[config.mk]
export PLATFORM = sky130hd
export DESIGN_NAME = sata_xcvr_rst_supervisor
export DESIGN_NICKNAME = d
export VERILOG_FILES = /design/src/rtl/sata_xcvr_rst_supervisor.sv
export SDC_FILE = /design/constraint.sdc
export NUM_CORES = 1
export LEC_CHECK = 0
export CAP_MARGIN = 5
export CORE_MARGIN = 2
export CORE_UTILIZATION = 50
export CTS_CLUSTER_DIAMETER = 60
export DETAILED_ROUTE_END_ITERATION = 16
export PLACE_DENSITY = 0.7
export SYNTH_ARGS = -nofsm -noshare
export SYNTH_HDL_FRONTEND = slang
export SYNTH_SLANG_ARGS = --single-unit
[constraint.sdc]
create_clock -name clock -period 3.52 [get_ports clock]
set_input_delay 0.352 -clock clock [delete_from_list [all_inputs] [get_ports clock]]
set_output_delay 0.352 -clock clock [all_outputs]
set_load 0.02 [all_outputs]
[src/rtl/sata_xcvr_rst_supervisor.sv]
// sata_xcvr_rst_supervisor
// Link-side supervisor for the SATA PHY transceiver reset controller.
// Drives the controller reset and waits for TX/RX ready with a timeout.
// Raises link_ready only after both readies have stayed high for a
// qualification window. Retries on timeout, on loss of readiness, or on
// a request from the link layer, and keeps a saturating count of failed
// attempts for debug.
module sata_xcvr_rst_supervisor #(
    parameter int RST_PULSE     = 8,
    parameter int READY_TIMEOUT = 100000,
    parameter int STABLE_CYCLES = 1024,
    parameter int RETRY_WIDTH   = 8
) (
    input  logic                   clock,
    input  logic                   reset,
    input  logic                   rst_req,
    input  logic                   tx_ready,
    input  logic                   rx_ready,
    output logic                   xcvr_reset,
    output logic                   link_ready,
    output logic                   timeout_evt,
    output logic                   loss_evt,
    output logic [RETRY_WIDTH-1:0] retry_cnt
);

    // Counter widths. A parameter of 1 would give a zero-width counter,
    // so such counters are kept one bit wide.
    localparam int HOLD_W   = (RST_PULSE > 1) ? $clog2(RST_PULSE) : 1;
    localparam int TIMER_W  = $clog2(READY_TIMEOUT);
    localparam int STABLE_W = (STABLE_CYCLES > 1) ? $clog2(STABLE_CYCLES) : 1;

    localparam logic [HOLD_W-1:0]   HOLD_LAST   = HOLD_W'(RST_PULSE - 1);
    localparam logic [TIMER_W-1:0]  TIMER_LAST  = TIMER_W'(READY_TIMEOUT - 1);
    localparam logic [STABLE_W-1:0] STABLE_LAST = STABLE_W'(STABLE_CYCLES - 1);

    typedef enum logic [2:0] {
        HOLD    = 3'd0,
        WAIT_TX = 3'd1,
        WAIT_RX = 3'd2,
        STABLE  = 3'd3,
        UP      = 3'd4
    } state_t;

    state_t state;
    state_t state_nxt;

    logic [HOLD_W-1:0]   hold_cnt;
    logic [HOLD_W-1:0]   hold_nxt;
    logic [TIMER_W-1:0]  timer;
    logic [TIMER_W-1:0]  timer_nxt;
    logic [STABLE_W-1:0] stable_cnt;
    logic [STABLE_W-1:0] stable_nxt;

    logic retry_inc;
    logic timeout_nxt;
    logic loss_nxt;

    logic req_q;
    logic tx_q;
    logic rx_q;

    logic timer_last;
    logic both_ready;
    logic [TIMER_W-1:0] timer_step;

    // The timer stops at its last value instead of wrapping; from there
    // the only ways out are a forward transition or the timeout itself.
    assign timer_last = (timer == TIMER_LAST);
    assign timer_step = timer_last ? timer : timer + TIMER_W'(1);
    assign both_ready = tx_q & rx_q;

    // Outputs are decoded straight from registers, never from inputs.
    assign xcvr_reset = (state == HOLD);
    assign link_ready = (state == UP);

    // Register the inputs once so every decision is taken on a registered copy.
    always_ff @(posedge clock) begin
        if (reset) begin
            req_q <= 1'b0;
            tx_q  <= 1'b0;
            rx_q  <= 1'b0;
        end else begin
            req_q <= rst_req;
            tx_q  <= tx_ready;
            rx_q  <= rx_ready;
        end
    end

    // Next-state and counter decode; a link-layer request overrides all progress.
    always_comb begin
        state_nxt   = state;
        hold_nxt    = hold_cnt;
        timer_nxt   = timer;
        stable_nxt  = stable_cnt;
        retry_inc   = 1'b0;
        timeout_nxt = 1'b0;
        loss_nxt    = 1'b0;

        if (req_q) begin
            state_nxt = HOLD;
            hold_nxt  = '0;
        end else begin
            case (state)
                HOLD: begin
                    if (hold_cnt == HOLD_LAST) begin
                        state_nxt = WAIT_TX;
                        timer_nxt = '0;
                    end else begin
                        hold_nxt = hold_cnt + HOLD_W'(1);
                    end
                end

                WAIT_TX: begin
                    timer_nxt = timer_step;
                    if (tx_q) begin
                        state_nxt = WAIT_RX;
                    end else if (timer_last) begin
                        state_nxt   = HOLD;
                        hold_nxt    = '0;
                        timeout_nxt = 1'b1;
                        retry_inc   = 1'b1;
                    end
                end

                WAIT_RX: begin
                    timer_nxt = timer_step;
                    if (!tx_q) begin
                        state_nxt = HOLD;
                        hold_nxt  = '0;
                        retry_inc = 1'b1;
                    end else if (rx_q) begin
                        state_nxt  = STABLE;
                        stable_nxt = '0;
                    end else if (timer_last) begin
                        state_nxt   = HOLD;
                        hold_nxt    = '0;
                        timeout_nxt = 1'b1;
                        retry_inc   = 1'b1;
                    end
                end

                STABLE: begin
                    if (!both_ready) begin
                        state_nxt = WAIT_TX;
                        timer_nxt = '0;
                    end else if (stable_cnt == STABLE_LAST) begin
                        state_nxt = UP;
                    end else begin
                        stable_nxt = stable_cnt + STABLE_W'(1);
                    end
                end

                UP: begin
                    if (!both_ready) begin
                        state_nxt = HOLD;
                        hold_nxt  = '0;
                        loss_nxt  = 1'b1;
                        retry_inc = 1'b1;
                    end
                end

                default: begin
                    state_nxt = HOLD;
                    hold_nxt  = '0;
                end
            endcase
        end
    end

    // State, counters and event pulses; events line up with the first HOLD cycle.
    always_ff @(posedge clock) begin
        if (reset) begin
            state       <= HOLD;
            hold_cnt    <= '0;
            timer       <= '0;
            stable_cnt  <= '0;
            timeout_evt <= 1'b0;
            loss_evt    <= 1'b0;
        end else begin
            state       <= state_nxt;
            hold_cnt    <= hold_nxt;
            timer       <= timer_nxt;
            stable_cnt  <= stable_nxt;
            timeout_evt <= timeout_nxt;
            loss_evt    <= loss_nxt;
        end
    end

    // Saturating retry counter; only the system reset clears it.
    always_ff @(posedge clock) begin
        if (reset) begin
            retry_cnt <= '0;
        end else if (retry_inc && (retry_cnt != {RETRY_WIDTH{1'b1}})) begin
            retry_cnt <= retry_cnt + RETRY_WIDTH'(1);
        end
    end

endmodule

Word-level counts from Yosys, hierarchy flattened
Cells that the tools add are included.
- output and inout port bits: 12
- register bits: 46
- logic and storage cells: 82
- reductions and logical operators: 11
- bitwise logic cells: 4
- add/sub/neg operators: 4
- mux-type cells: 33
- equality and inequality tests: 20
- operators with widths (cell ; count):
    $mux 17 ; 3
    $pmux 17 s3 ; 1
    $mux 10 ; 4
    $mux 3 ; 13
    $pmux 3 s5 ; 2
    $pmux 10 s2 ; 1
    $ne 2x2->1 const B ; 9
    $add 17x1->17 const B ; 1
    $eq 17x17->1 const B ; 1
    $add 10x1->10 const B ; 1
    $eq 10x10->1 const B ; 1
    $reduce_and 5->1 ; 2
    $add 8x1->8 const B ; 1
    $ne 8x8->1 const B ; 1
    $mux 1 ; 7
    $eq 3x2->1 const B ; 2
    $eq 3x3->1 const B ; 2
    $ne 3x3->1 const B ; 2
    $reduce_and 6->1 ; 1
    $reduce_or 2->1 ; 2
    $add 3x1->3 const B ; 1
    $eq 3x1->1 const B ; 1
    $logic_not 3->1 ; 1
    $not 1->1 ; 3
    other kinds (9) ; 9

Depth between registers and ports, before layout
- depth in word-level cells: 7
- depth in mapped cells: 7
- depth with buffers taken out: 7

Least setup slack after synthesis
No wires, ideal clock.
- kind: register to register
- from: reg timer[0]
- to: reg retry_cnt[4]
- data required time: 3450 ps
- buffers on the path: 0
- stages on the path, launching flop included: 7
- setup slack: 1554 ps
- arrival: 1896 ps
- cell sequence: dfxtp_1 > ha_1 > and4_1 > nand4_1 > o32a_4 > or4_1 > a21oi_1
- word-level cells in the longest chain between the ends: 7
- elaborated cells on any way between the ends: 8
- RTL lines (element ; line ; RTL):
    from (decl) ; 49 ; logic [TIMER_W-1:0] timer;
    from (signal assigned) ; 182 ; timer <= timer_nxt;
    $eq 17x17->1 (*) ; 68 ; assign timer_last = (timer == TIMER_LAST);
    $mux 1 (*) ; 117, 134 ;
    $mux 1 ; 131 ; end else if (rx_q) begin
    $mux 1 ; 127 ; if (!tx_q) begin
    $pmux 1 s3 (*) ; 103 ; case (state)
    $mux 1 (*) ; 99 ; if (req_q) begin
    $logic_and 1x1->1 (*) ; 193 ; end else if (retry_inc && (retry_cnt != {RETRY_WIDTH{1'b1}})) begin
    to (signal assigned) ; 194 ; retry_cnt <= retry_cnt + RETRY_WIDTH'(1);
    to (decl) ; 23 ; output logic [RETRY_WIDTH-1:0] retry_cnt
Every way passes the cells marked *; elsewhere a longest branch is shown, timed or not.
A chain may end at the register's enable or synchronous reset.

Worst setup path in the final report
- from: reg state[0]
- to: out link_ready
- word-level cells in the longest chain between the ends: 1
- RTL lines (element ; line ; RTL):
    from (decl) ; 44 ; state_t state;
    from (signal assigned) ; 180 ; state <= state_nxt;
    $eq 3x3->1 ; 74 ; assign link_ready = (state == UP);
    to (decl) ; 20 ; output logic link_ready,
No other way between the ends.

==> metrics.yaml <==
clk_pin_slew_ns: 0.08
timing.critical_path.required_ns: 3.17
met2_wirelength_um: 2170
number_of_buffers_added_by_the_clock_tree_synthesis_step: 5
dr.pass1.iters: 4
cp.arrival_ns: 1.86
power.sequential.fraction: 0.595
placed_area_mm2: 0.00257
initial_core_util: 0.513
synthToLayoutAreaGrowth_pct: 10.8
combined_area_of_all_synthesized_cells_mm2: 0.00241
switchingPower_w: 0.000196
finalHoldViolCount: 0
post_cts.repair.setup_buffers: 0
placement_rows: 25
status: "finished clean"
commonest_cells_after_routing_fill_and_taps_aside: "sky130_fd_sc_hd__dfxtp_1 (46), sky130_fd_sc_hd__nor2_1 (29), sky130_fd_sc_hd__nand2_1 (19), sky130_fd_sc_hd__xnor2_1 (16), sky130_fd_sc_hd__clkdlybuf4s50_1 (16)"
cpMaxStageDelayCell: "sky130_fd_sc_hd__dfxtp_1"
grt_setup_unrepaired: "no"
hold_path.class: "register to register"
switching_share_of_power: 0.221
synth_seq_area_share: 0.382
p_leak_nw: 0.859
port_buffers: 16
postRouteAntennaNets: 0
placement.setup.worst_slack_ns: 1.31
root_buffer: "sky130_fd_sc_hd__clkbuf_8"
insertedDiodeCount: 0
clkLatencyLatePin_ns: 0.29
gr-usage-all-layers: 0.196
core-area_mm2: 0.00469
tritoncts: "done"
worst_path_fanout_max: 17
setup_viol: 0
number_of_standard_cells_after_synthesis: 283
postLayoutCellArea_mm2: 0.00267
worstRegToRegCells: 5
yosys_warnings: 0
synth-edff-count: 0
worst_setup_end_kind: "output pin"
detail_route.wirelength.met1_um: 2500
powerDensity_mw_per_mm2: 333
r2r_slack_ns: 1.33
clock_tree.buffer_depth: 2
synth_flop_cell: "sky130_fd_sc_hd__dfxtp_1"
floorplan.io_pins: 17
first_global_vias: 1879
setup_tns_ns: 0
maxClockFrequency_mhz: 452
yosys_register_bits: 46
cap_violations: 0
worstPathCellList: "nor2_1 -> nand2_1 -> inv_1 -> clkdlybuf4s50_1"
mostFrequentLayoutCell: "sky130_fd_sc_hd__dfxtp_1"
wl_um: 4890
via_per_inst: 5.78
internal_power_w: 0.000692
timing.max_slew.rel_slack: 0.532
r2r-start: "state[0]"
min_to: "hold_cnt[2]"
die_width_um: 73.4
detailed_place_hpwl_um: 3520
whs_path_depth: 2
postSynth.asyncResetShare: 0
min_from: "hold_cnt[2]"
mappedNetlistNets: 293
synth_area_per_cell_um2: 8.51
antenna_found_initial: 0
cts_hold_buffers: 0
timing.setup.critical_path_class: "register to output pin"
drcViolationCount: 0
post_drt_wl_per_cell_um: 14.0
drt_first_iter_violations: 107
h-tree-depth: 2
period_needed_ns: 2.21
comb_power_share: 0.029
dr.max_layer_used: "met4"
post-route-worst-setup-slack_ns: 1.31
largest_stage_delay_on_the_critical_path_ns: 0.67
via_count: 2013
layout.nets: 303
final.period_utilization: 0.628
tightestPinTransition_ns: 0.696
numClockSinks: 46
global_route_wire_length_before_repair_um: 8500
vdd_ir_drop_max_mv: 0.223
post_route_cells_drive_above_1_share: 0.0782
detailroute.wirelength.met3_um: 185
area_of_the_die_mm2: 0.00539
die_height_um: 73.4
regToRegEndpoint: "timer[5]"
gpl.final_weighted_congestion: 0.859
grt_max_degree: 19
power_frac_clock: 0.376
finClkSkew_ns: 0.00419
cts_resized: 0
drv_slew: 0
globalRouteOverflowTotal: 0
timing.critical_path.from_type: "register"
netlist-cell-type-count: 52
area by class of cell:
class	instances	area (um^2)
clock inverters	2	12.5
multi-input cells	213	1380
inverters	9	33.8
well taps	54	67.6
repair buffers	18	175
clock buffers	6	82.6
flip-flops and latches	46	921
fillers	460	2020
critical path: cells and delay by family (launching register included):
kind / cells / cell delay, ns
and+or+nand+nor: 2 / 0.28
buffers and inverters: 2 / 0.62
DFF: 1 / 0.67
how the worst max path moves through the flow:
stage,slack (ns),depth (start not counted),to,startpoint
final,1.31,4,link_ready,state[0]
after global placement,1.31,5,timer[0],state[0]
after CTS,1.31,5,timer[0],state[0]
after floorplan,1.55,6,retry_cnt[4],timer[0]
after detailed placement,1.31,5,timer[0],state[0]
after global routing,1.10,5,timer[5],state[0]
sequential cells by signal, summed over array words and instances (netlist names):
register     cells
req_q            1
rx_q             1
hold_cnt         3
state            3
tx_q             1
timer           17
stable_cnt      10
loss_evt         1
retry_cnt        8
timeout_evt      1
kinds of logic (layout without fill, tap and decap cells):
| logic type | after synthesis | after routing | synth area share |
|---|---|---|---|
| mux | 3 | 3 | 0.0130 |
| flops | 46 | 46 | 0.382 |
| simple gates | 128 | 128 | 0.292 |
| buf+inv | 24 | 35 | 0.0462 |
| fa+ha+maj | 5 | 5 | 0.0260 |
| compound gates | 55 | 55 | 0.161 |
| xor+xnor | 22 | 22 | 0.0800 |
power by group through the flow:
stage                     sequential [W]  clock (W)  combinational, W
after floorplan                 0.000538          0         0.0000185
after global placement          0.000541          0         0.0000258
after detailed placement        0.000541          0         0.0000261
after CTS                       0.000528   0.000343         0.0000262
after global routing            0.000529   0.000363         0.0000296
final                           0.000528   0.000334         0.0000260
per-layer routing:
layer	GRT usage	vias up
li1	-	1050
met1	0.273	925
met2	0.308	33
met3	0.0466	5
met4	0.0424	0
met5	0	-
cell usage after synthesis (all sizes together), types with 2 or more instances:
master,instances,area [um^2]
a2111oi,2,17.5
a211oi,4,30.0
a21bo,2,20.0
a21oi,15,78.8
a22oi,2,15.0
a31oi,2,12.5
and2,2,12.5
and3,5,31.3
and4,3,27.5
and4bb,2,25.0
buf,5,40.0
clkbuf,10,37.5
dfxtp,46,921
ha,5,62.6
inv,9,33.8
mux2i,2,20.0
nand2,19,71.3
nand3,13,65.1
nand3b,2,15.0
nand4,12,75.1
nor2,29,109
nor2b,6,37.5
nor3,12,60.1
nor3b,3,22.5
nor4,9,56.3
nor4b,2,32.5
o211ai,4,30.0
o21ai,10,50.1
o21bai,2,15.0
o31a,2,18.8
o31ai,3,22.5
or3,3,18.8
or4,3,22.5
xnor2,16,140
xor2,6,52.6
per-stage QoR:
step	total power [W]	hold slack (ns)	std cells	utilization
6_report	0.000888	0.475	348	0.569
5_1_grt	0.000922	0.507	348	0.569
4_1_cts	0.000897	0.484	348	0.569
3_5_place_dp	0.000567	0.472	340	0.549
2_1_floorplan	0.000557	0.440	283	-
3_3_place_gp	0.000566	0.458	340	0.549
No activity file was read; power rests on OpenSTA's default activity.
